## config.mk

```make
export PLATFORM = sky130hd
export DESIGN_NAME = fetch_ctrl
export DESIGN_NICKNAME = d
export VERILOG_FILES = /design/src/rtl/fetch_pkg.sv /design/src/rtl/fetch_ctrl.sv
export SDC_FILE = /design/constraint.sdc
export NUM_CORES = 1
export LEC_CHECK = 0
export CORE_MARGIN = 4
export CORE_UTILIZATION = 30
export CTS_CLUSTER_SIZE = 40
export DETAILED_ROUTE_END_ITERATION = 10
export GPL_ROUTABILITY_DRIVEN = 1
export PLACE_DENSITY = 0.6
export SLEW_MARGIN = 15
export SYNTH_ARGS = -nofsm -noshare
export SYNTH_HDL_FRONTEND = slang
export SYNTH_SLANG_ARGS = --single-unit
```

## constraint.sdc

```tcl
create_clock -name clk -period 2.35 [get_ports clk]
set_input_delay 0.705 -clock clk [delete_from_list [all_inputs] [get_ports clk]]
set_output_delay 0.705 -clock clk [all_outputs]
set_load 0.05 [all_outputs]
```

## src/rtl/fetch_pkg.sv

```systemverilog
// fetch_pkg: shared PC-mux select and fetch FSM state encodings
package fetch_pkg;
  typedef enum logic [1:0] {SEQ = 2'd0, PRED = 2'd1, REDIR_LIVE = 2'd2, REDIR_SAVED = 2'd3} pc_sel_t;
  typedef enum logic [1:0] {FETCH = 2'd0, STALL = 2'd1, DRAIN = 2'd2} fetch_state_t;
endpackage

```

## src/rtl/fetch_ctrl.sv

```systemverilog
// fetch_ctrl: sequences PC enable/mux select and the icache read handshake
// Ports:
//   clk, rst_n                  clock, synchronous active-low reset
//   redirect, redirect_pc       EX redirect pulse and its target
//   predict_taken               BTB hit+taken for the current PC
//   icache_resp, icache_rdata   icache read completion and instruction word
//   id_ready                    decode accepts if_instr
//   icache_read                 read request at current PC
//   pc_load, pc_sel             PC enable and next-PC source
//   saved_pc                    redirect target latched during an outstanding read
//   if_valid, if_instr          instruction to decode
//   redirect_cnt                saturating count of redirects
module fetch_ctrl
  import fetch_pkg::*;
#(
  parameter int WIDTH = 32,
  parameter int CNT_W = 16
) (
  input  logic             clk,
  input  logic             rst_n,
  input  logic             redirect,
  input  logic [WIDTH-1:0] redirect_pc,
  input  logic             predict_taken,
  input  logic             icache_resp,
  input  logic [31:0]      icache_rdata,
  input  logic             id_ready,
  output logic             icache_read,
  output logic             pc_load,
  output logic [1:0]       pc_sel,
  output logic [WIDTH-1:0] saved_pc,
  output logic             if_valid,
  output logic [31:0]      if_instr,
  output logic [CNT_W-1:0] redirect_cnt
);
  fetch_state_t     state_q, state_d;
  logic [WIDTH-1:0] saved_q, saved_d;
  logic [31:0]      hold_q, hold_d;
  logic [CNT_W-1:0] cnt_q;
  logic             rd, ld, vld;
  pc_sel_t          sel;
  logic [31:0]      instr;
  always_comb begin
    state_d = state_q;
    saved_d = saved_q;
    hold_d  = hold_q;
    rd      = 1'b0;
    ld      = 1'b0;
    sel     = SEQ;
    vld     = 1'b0;
    instr   = '0;
    case (state_q)
      FETCH: begin
        rd = 1'b1;
        if (icache_resp) begin
          ld = 1'b1;
          if (redirect) begin
            sel = REDIR_LIVE;
          end else begin
            sel   = predict_taken ? PRED : SEQ;
            vld   = 1'b1;
            instr = icache_rdata;
            if (!id_ready) begin
              hold_d  = icache_rdata;
              state_d = STALL;
            end
          end
        end else if (redirect) begin
          // PC must hold while the read is in flight; park the target
          saved_d = redirect_pc;
          state_d = DRAIN;
        end
      end
      STALL: begin
        instr = hold_q;
        if (redirect) begin
          ld      = 1'b1;
          sel     = REDIR_LIVE;
          state_d = FETCH;
        end else begin
          vld     = 1'b1;
          state_d = id_ready ? FETCH : STALL;
        end
      end
      DRAIN: begin
        rd = 1'b1;
        if (icache_resp) begin
          ld      = 1'b1;
          sel     = redirect ? REDIR_LIVE : REDIR_SAVED;
          state_d = FETCH;
        end else if (redirect) begin
          saved_d = redirect_pc;
        end
      end
      default: state_d = FETCH;
    endcase
  end
  always_ff @(posedge clk) begin
    if (!rst_n) begin
      state_q <= FETCH;
      saved_q <= '0;
      hold_q  <= '0;
      cnt_q   <= '0;
    end else begin
      state_q <= state_d;
      saved_q <= saved_d;
      hold_q  <= hold_d;
      if (redirect && !(&cnt_q)) cnt_q <= cnt_q + 1'b1;
    end
  end
  assign icache_read  = rst_n & rd;
  assign pc_load      = rst_n & ld;
  assign pc_sel       = rst_n ? sel : SEQ;
  assign if_valid     = rst_n & vld;
  assign if_instr     = rst_n ? instr : '0;
  assign saved_pc     = rst_n ? saved_q : '0;
  assign redirect_cnt = rst_n ? cnt_q : '0;
endmodule
```

==> results of run 1 <==
## critical path, stage by stage
cell,delay [ns]
buf_6,0.10
nor4b_4,0.19
buf_4,0.15
buf_6,0.14
buf_16,0.15
a22oi_2,0.07
nor2_4,0.12
buf_12,0.15
## cells in the final DEF (no fill, tap or decap), types with 6 or more instances in the layout
cell type / n
clkdlybuf4s50_1: 65
clkbuf_16: 10
nand2_1: 136
nor3_1: 6
buf_12: 96
buf_4: 21
and2_1: 25
dfxtp_1: 80
nor2_1: 13
nor2_4: 32
and2_4: 22
a21oi_1: 70
a22oi_2: 32
## power by group through the flow
stage               combinational, mW  clock [mW]  sequential [mW]
finish                          0.824        1.43             1.47
global route                    0.875        1.53             1.47
CTS                             0.823        1.48             1.47
detailed placement              0.755           0             1.50
global placement                0.746           0             1.49
floorplan                       0.365           0             1.49
## metal layers
| metal | vias to the layer above | global-route usage, % | routed length [µm] |
|---|---|---|---|
| met5 | - | 0 | 0 |
| li1 | 2101 | - | - |
| met2 | 141 | 32.5 | 6700 |
| met1 | 1990 | 21.2 | 5530 |
| met4 | 0 | 4.83 | 126 |
| met3 | 9 | 7.80 | 1340 |
## metrics by stage
stage	cells	setup slack [ns]	utilization, %
after floorplan	522	-0.270	-
after global placement	839	-0.494	55.8
after detailed placement	839	-0.516	55.8
after CTS	864	-0.183	60.8
after global routing	865	-0.210	61.2
final	865	-0.138	61.2
## Yosys cell counts, drive strengths merged, types with 2 or more instances
| library cell | instances | area (µm²) |
|---|---|---|
| clkbuf | 31 | 116 |
| and2 | 47 | 294 |
| a211oi | 3 | 22.5 |
| or4 | 2 | 15.0 |
| nand4 | 7 | 65.1 |
| nand3 | 6 | 35.0 |
| nand2 | 136 | 510 |
| nor2b | 3 | 18.8 |
| nand2b | 3 | 18.8 |
| nor2 | 48 | 180 |
| a21oi | 71 | 355 |
| or3 | 2 | 12.5 |
| dfxtp | 82 | 1640 |
| o21ai | 4 | 20.0 |
| buf | 9 | 51.3 |
| nor3 | 7 | 35.0 |
| and4 | 3 | 26.3 |
| mux2 | 6 | 67.6 |
| inv | 4 | 15.0 |
| nor4 | 3 | 25.0 |
| a22oi | 32 | 240 |
## repair_timing
item,in CTS,in global routing
resized for setup,60,7
endpoints found under the setup margin,85,61
cloned,5,1
pin swaps,26,1
buffers inserted,5,1
endpoints found under the hold margin,0,0
## cell type report
cell class              instances  area share (%)
repair buffers                196            38.5
clock inverters                 2           0.452
clock buffers                  13            3.48
inverters                       4           0.194
multi-input cells             396            33.4
well taps                     172            2.78
flip-flops and latches         82            21.2
## sequential cells by signal (all words and copies together) (netlist names)
register,flops
hold_q,32
state_q,2
saved_q,32
cnt_q,16
## cells by family (layout without fill, tap and decap cells)
group | count (synthesis) | after routing | synth area share [%]
and+or+nand+nor | 271 | 271 | 32.9
AOI/OAI and AO/OA | 117 | 117 | 18.1
DFF | 82 | 82 | 42.1
buffers and inverters | 44 | 215 | 4.68
muxes | 6 | 6 | 1.73
adders and majority gates | 1 | 1 | 0.321
xor gates and xnor gates | 1 | 1 | 0.225
## worst min-delay path by stage
stage / start / depth (start not counted) / end
CTS: saved_q[25] / 2 / saved_q[25]
detailed placement: saved_q[25] / 2 / saved_q[25]
global route: saved_q[3] / 2 / saved_q[3]
global placement: saved_q[31] / 2 / saved_q[31]
finish: saved_q[28] / 2 / saved_q[28]
floorplan: saved_q[0] / 2 / saved_q[0]
==> flow_summary_export.csv, run 1 <==
group,metric,value,unit
clock_network,tritoncts,"yes",
global_route,track_usage,18.7,%
status,status,"complete, but fails checks",
clock_network,clockBufferDepth,2,
sta,worst_hold_slack,0.448,ns
clock_network,clock_latency,0.33,ns
critical_path,rr_endpoint,"cnt_q[9]",
worst_hold_path,hp-class,"register to register",
layout,syn_to_final_growth,98.8,%
logic_synthesis,ys_seq_elements,82,
sta,hold_viol,0,
sta,rsz0062_at_grt,"true",
power,leakagePower,2.78,nW
power,peakVddDrop,250,µV
placed_design,placedInstanceArea,0.00708,mm²
critical_path,setup.worst_path.end_class,"output port",
power,p_int,2.75,mW
detailed_routing,vias_per_cell,4.90,
detailed_routing,drtPass1Iterations,4,
clock_network,cts_sinks,82,
logic_synthesis,syn-mean-instance-area,7.47,µm²
clock_network,cts_inserted_buffers,9,
logic_synthesis,yosys_warnings,0,
clock_network,clk_pin_slew,0.06,ns
power,p_total,3.72,mW
power,power_frac_seq,39.5,%
placed_design,routabilityCongestion,0.845,
critical_path,cp-endpoint,"if_instr[11]",
detailed_routing,vias,4241,
die,fp.dieH,122,µm
sta,fmax,402,MHz
job,maxCapViolCount,0,
sta,finalCriticalPeriod,2.49,ns
die,die_x,122,µm
sta,setup_ws,-0.138,ns
detailed_routing,wl,13.7,mm
global_route,grt_overflow,0,
global_route,grt_pass1_wl,22.2,mm
global_route,grt_pass1_vias,4330,
logic_synthesis,synth_edf_count,0,
critical_path,rr_worst_depth,5,
die,core_area,0.0127,mm²
logic_synthesis,syn_inst,522,
critical_path,start_kind,"input port",
clock_network,clockRootBuffer,"clkbuf_16",
die,dieArea,0.0149,mm²
placed_design,dp_hpwl,9.45,mm
critical_path,critPathArrivalTime,1.78,ns
detailed_routing,ant_nets,0,
logic_synthesis,yosysSeqAreaShare,42.1,%
placed_design,port_buffers,154,
critical_path,crit_start,"redirect",
layout,multiInputGateArea,0.00259,mm²
sta,tightest_slew,0.758,ns
logic_synthesis,synth.cell_area,0.00390,mm²
layout,stdcell_area,0.00775,mm²
critical_path,required,1.64,ns
global_route,grt_antenna_before_repair,0,
power,pwr-share-clk,38.4,%
sta,period_share,106,%
detailed_routing,drtIter0Drc,237,
power,netSwitchingFraction,26.1,%
power,p_switching,0.971,mW
logic_synthesis,ys.flop_type,"dfxtp_1",
detailed_routing,drc,0,
layout,seq_area,0.00165,mm²
sta,tns,-3.47,ns
critical_path,crit_fanout,8,
sta,relSlewSlack,49.5,%
power,p_per_area,480,mW/mm²
layout,layout.nets,760,
logic_synthesis,syn_nets,593,
die,pin_count,155,
critical_path,reg2reg_from,"cnt_q[0]",
clock_network,cts_hold_buf,0,
detailed_routing,wl_per_cell,15.8,µm
die,core.rowCount,41,
sta,skew,0.00581,ns
power,pwr-share-comb,22.1,%
layout,final.fill_count,1046,
clock_network,htree_levels,3,
global_route,grt_max_degree,68,
logic_synthesis,yosysUniqueCellTypes,41,
status,violations,"negative setup slack",
critical_path,path_class,"input port to output port",
die,start_util,30.8,%
sta,drv_slew,0,
critical_path,r2r_slack,0.42,ns
layout,drive_above_1_share,36.5,%
sta,setup_violations,32,
logic_synthesis,postSynth.asyncResetShare,0,%
layout,num_antenna_cells,0,
No activity file was read; power rests on OpenSTA's default activity.
==> run 2, diff against run 1 <==
SLEW_MARGIN = 25   (was 15)
==> results of run 2 <==
No change in the layout: final DEF, timing and power equal those of run 1.
==> run 3, diff against run 2 <==
ABC_AREA = 1   (was not set)
PLACE_DENSITY = 0.59   (was 0.6)
==> run 3 against run 2 <==
Effect of this change: synthesized cell count grew 22%; cell area increased by 0.31%; the flow still finishes with violations (negative setup slack); largest power group is now the clock network; highest routed layer unchanged; critical path type unchanged; non-clock buffer count down 10.
==> flow_summary_export.csv, run 3 <==
group,metric,value,unit
clock_network,htree_levels,3,
layout,most-common-layout-cells,"118 x nand2_1, 104 x nor2_1, 94 x buf_12",
detailed_routing,wl_per_cell,15.0,µm
critical_path,rr_worst_depth,5,
global_route,grt_pass1_vias,4610,
logic_synthesis,ys_seq_elements,82,
power,leakagePower,3.23,nW
worst_hold_path,hold_path_depth,2,
clock_network,tritoncts,"yes",
detailed_routing,drtPass1Iterations,5,
placed_design,routabilityCongestion,0.822,
worst_hold_path,hold_path_end,"hold_q[1]",
detailed_routing,ant_nets,0,
critical_path,timing.critical_path.mode_cell,"buf_12",
logic_synthesis,synthTopCellsByArea,"dfxtp_1 39%, nor2_1 12%, nand2_1 11%, inv_1 5.8%, a22oi_1 5.7%",
global_route,grt_pass1_wl,23.7,mm
clock_network,clk_pin_slew,0.06,ns
layout,layout.nets,861,
critical_path,path_class,"input port to output port",
logic_synthesis,synth_edf_count,0,
layout,syn_to_final_growth,84.9,%
logic_synthesis,yosysSeqAreaShare,39.0,%
worst_hold_path,holdCritStartpoint,"hold_q[1]",
sta,period_share,102,%
sta,hold_viol,0,
clock_network,cts_inserted_buffers,9,
layout,drive_above_1_share,30.1,%
global_route,grt_max_degree,68,
logic_synthesis,yosysTopAreaCell,"dfxtp_1",
logic_synthesis,postSynth.asyncResetShare,0,%
layout,final.fill_count,1199,
sta,worst_hold_slack,0.467,ns
status,violations,"negative setup slack",
critical_path,start_kind,"input port",
layout,layout_commonest_cell,"nand2_1",
job,maxCapViolCount,0,
critical_path,crit_chain,"buf_8, inv_4, nand2_4, nor2_4, buf_6, buf_12, a22oi_1, nor2_2, buf_12",
die,fp.dieH,126,µm
placed_design,dp_hpwl,9.86,mm
critical_path,crit_fanout,8,
clock_network,cts_sinks,82,
critical_path,reg2reg_from,"state_q[0]",
logic_synthesis,syn_inst,637,
global_route,grt_antenna_before_repair,0,
clock_network,clockRootBuffer,"clkbuf_16",
die,die_x,126,µm
die,core_area,0.0138,mm²
placed_design,port_buffers,154,
logic_synthesis,ys_top_cells_by_count,"140 x nor2_1, 120 x nand2_1, 82 x dfxtp_1",
sta,setup_ws,-0.0425,ns
logic_synthesis,synth.cell_area,0.00421,mm²
status,status,"complete, but fails checks",
global_route,grt_overflow,0,
die,dieArea,0.0160,mm²
critical_path,required,1.64,ns
detailed_routing,vias,4803,
detailed_routing,drc,0,
logic_synthesis,yosysUniqueCellTypes,31,
clock_network,clock_latency,0.34,ns
sta,fmax,418,MHz
sta,skew,0.00426,ns
sta,drv_slew,0,
clock_network,clockBufferDepth,2,
sta,rsz0062_at_grt,"true",
critical_path,setup.worst_path.end_class,"output port",
power,peakVddDrop,312,µV
logic_synthesis,ys.flop_type,"dfxtp_1",
detailed_routing,wl,14.6,mm
critical_path,critPathArrivalTime,1.69,ns
critical_path,rr_endpoint,"hold_q[21]",
power,p_per_area,529,mW/mm²
power,p_total,4.11,mW
detailed_routing,drtIter0Drc,376,
logic_synthesis,synth_top_cell_area_share,39.0,%
sta,setup_violations,7,
die,core.rowCount,43,
sta,tightest_slew,0.371,ns
clock_network,cts_hold_buf,0,
die,pin_count,155,
die,start_util,30.4,%
sta,relSlewSlack,75.3,%
logic_synthesis,syn_nets,708,
detailed_routing,vias_per_cell,4.93,
layout,num_antenna_cells,0,
logic_synthesis,yosysMostFrequentCell,"nor2_1",
sta,finalCriticalPeriod,2.39,ns
critical_path,slowest_stage,"nor2_2",
worst_hold_path,hp-class,"register to register",
logic_synthesis,yosys_warnings,0,
critical_path,max_stage_delay,0.17,ns
layout,largest_registers,"hold_q: 32 flops, saved_q: 32 flops, cnt_q: 16 flops",
global_route,track_usage,18.2,%
critical_path,r2r_slack,0.78,ns
logic_synthesis,syn-mean-instance-area,6.60,µm²
==> run 3: cell types whose count changed after synthesis, sizes merged, moves of 5 or more <==
cell,before,now
nand3,6,18
nand2,136,124
nand4,7,35
nor2,48,144
clkbuf,31,15
a21oi,71,47
inv,4,68
o21ai,4,35
and2,47,0
mux2,6,0
nor3,7,2
buf,9,29
==> run 3: area by class of cell <==
cell class              instances  area [µm²]  area share (%)
clock buffers                  11         253            3.25
clock inverters                 5         100            1.29
inverters                      68         295            3.80
multi-input cells             443        2420            31.2
flip-flops and latches         82        1650            21.2
well taps                     180         225            2.90
repair buffers                186        2830            36.4
==> run 3: timing repair <==
item / 4_1_cts / 5_1_grt
gates cloned: 4 / 0
pin swaps: 10 / 14
resized for setup: 63 / 14
setup endpoints to repair: 36 / 36
buffers inserted: 7 / 3
==> run 3: cells by family after synthesis <==
logic type                 share of synthesized area [%]
adders and majority gates                          0.297
DFF                                                 39.0
AOI/OAI and AO/OA                                   16.2
buffers and inverters                               11.3
and+or+nand+nor                                     33.2
==> run 3: how the worst max path moves through the flow <==
stage | endpoint | from
global placement | if_instr[0] | redirect
detailed placement | if_instr[0] | icache_resp
CTS | if_instr[18] | redirect
finish | if_instr[1] | redirect
floorplan | if_instr[0] | rst_n
global route | if_instr[8] | redirect
==> run 3: worst max-delay path: cells and delay by family <==
family	cells	cell delay (ns)
AO/OA/AOI/OAI	1	0.08
buffers and inverters	5	0.57
AND/OR/NAND/NOR	3	0.32
==> run 3: per-layer routing <==
layer	wire length [µm]	part of all wire [%]	vias up	GRT usage, %
met5	0	0	-	0
met4	296	2.0	0	7.19
met3	1330	9.1	20	5.73
met2	6740	46	204	29.0
met1	6230	43	2201	22.9
li1	-	-	2378	-
==> run 3: metrics by stage <==
| stage | worst slack (ns) | TNS, ns | cells | instance area, µm² | util [%] |
|---|---|---|---|---|---|
| 2_1_floorplan | -0.137 | -3.67 | 637 | 4380 | - |
| 3_3_place_gp | -0.436 | -15.81 | 949 | 7050 | 51.0 |
| 3_5_place_dp | -0.451 | -17.10 | 949 | 7050 | 51.0 |
| 4_1_cts | -0.114 | -2.52 | 976 | 7780 | 56.3 |
| 5_1_grt | -0.0966 | -1.51 | 975 | 7780 | 56.3 |
| 6_report | -0.0425 | -0.113 | 975 | 7780 | 56.3 |
==> run 3: where the power goes <==
part | switching (mW) | internal, mW
registers | 0.0385 | 1.45
clock network | 0.565 | 1.09
logic | 0.519 | 0.444
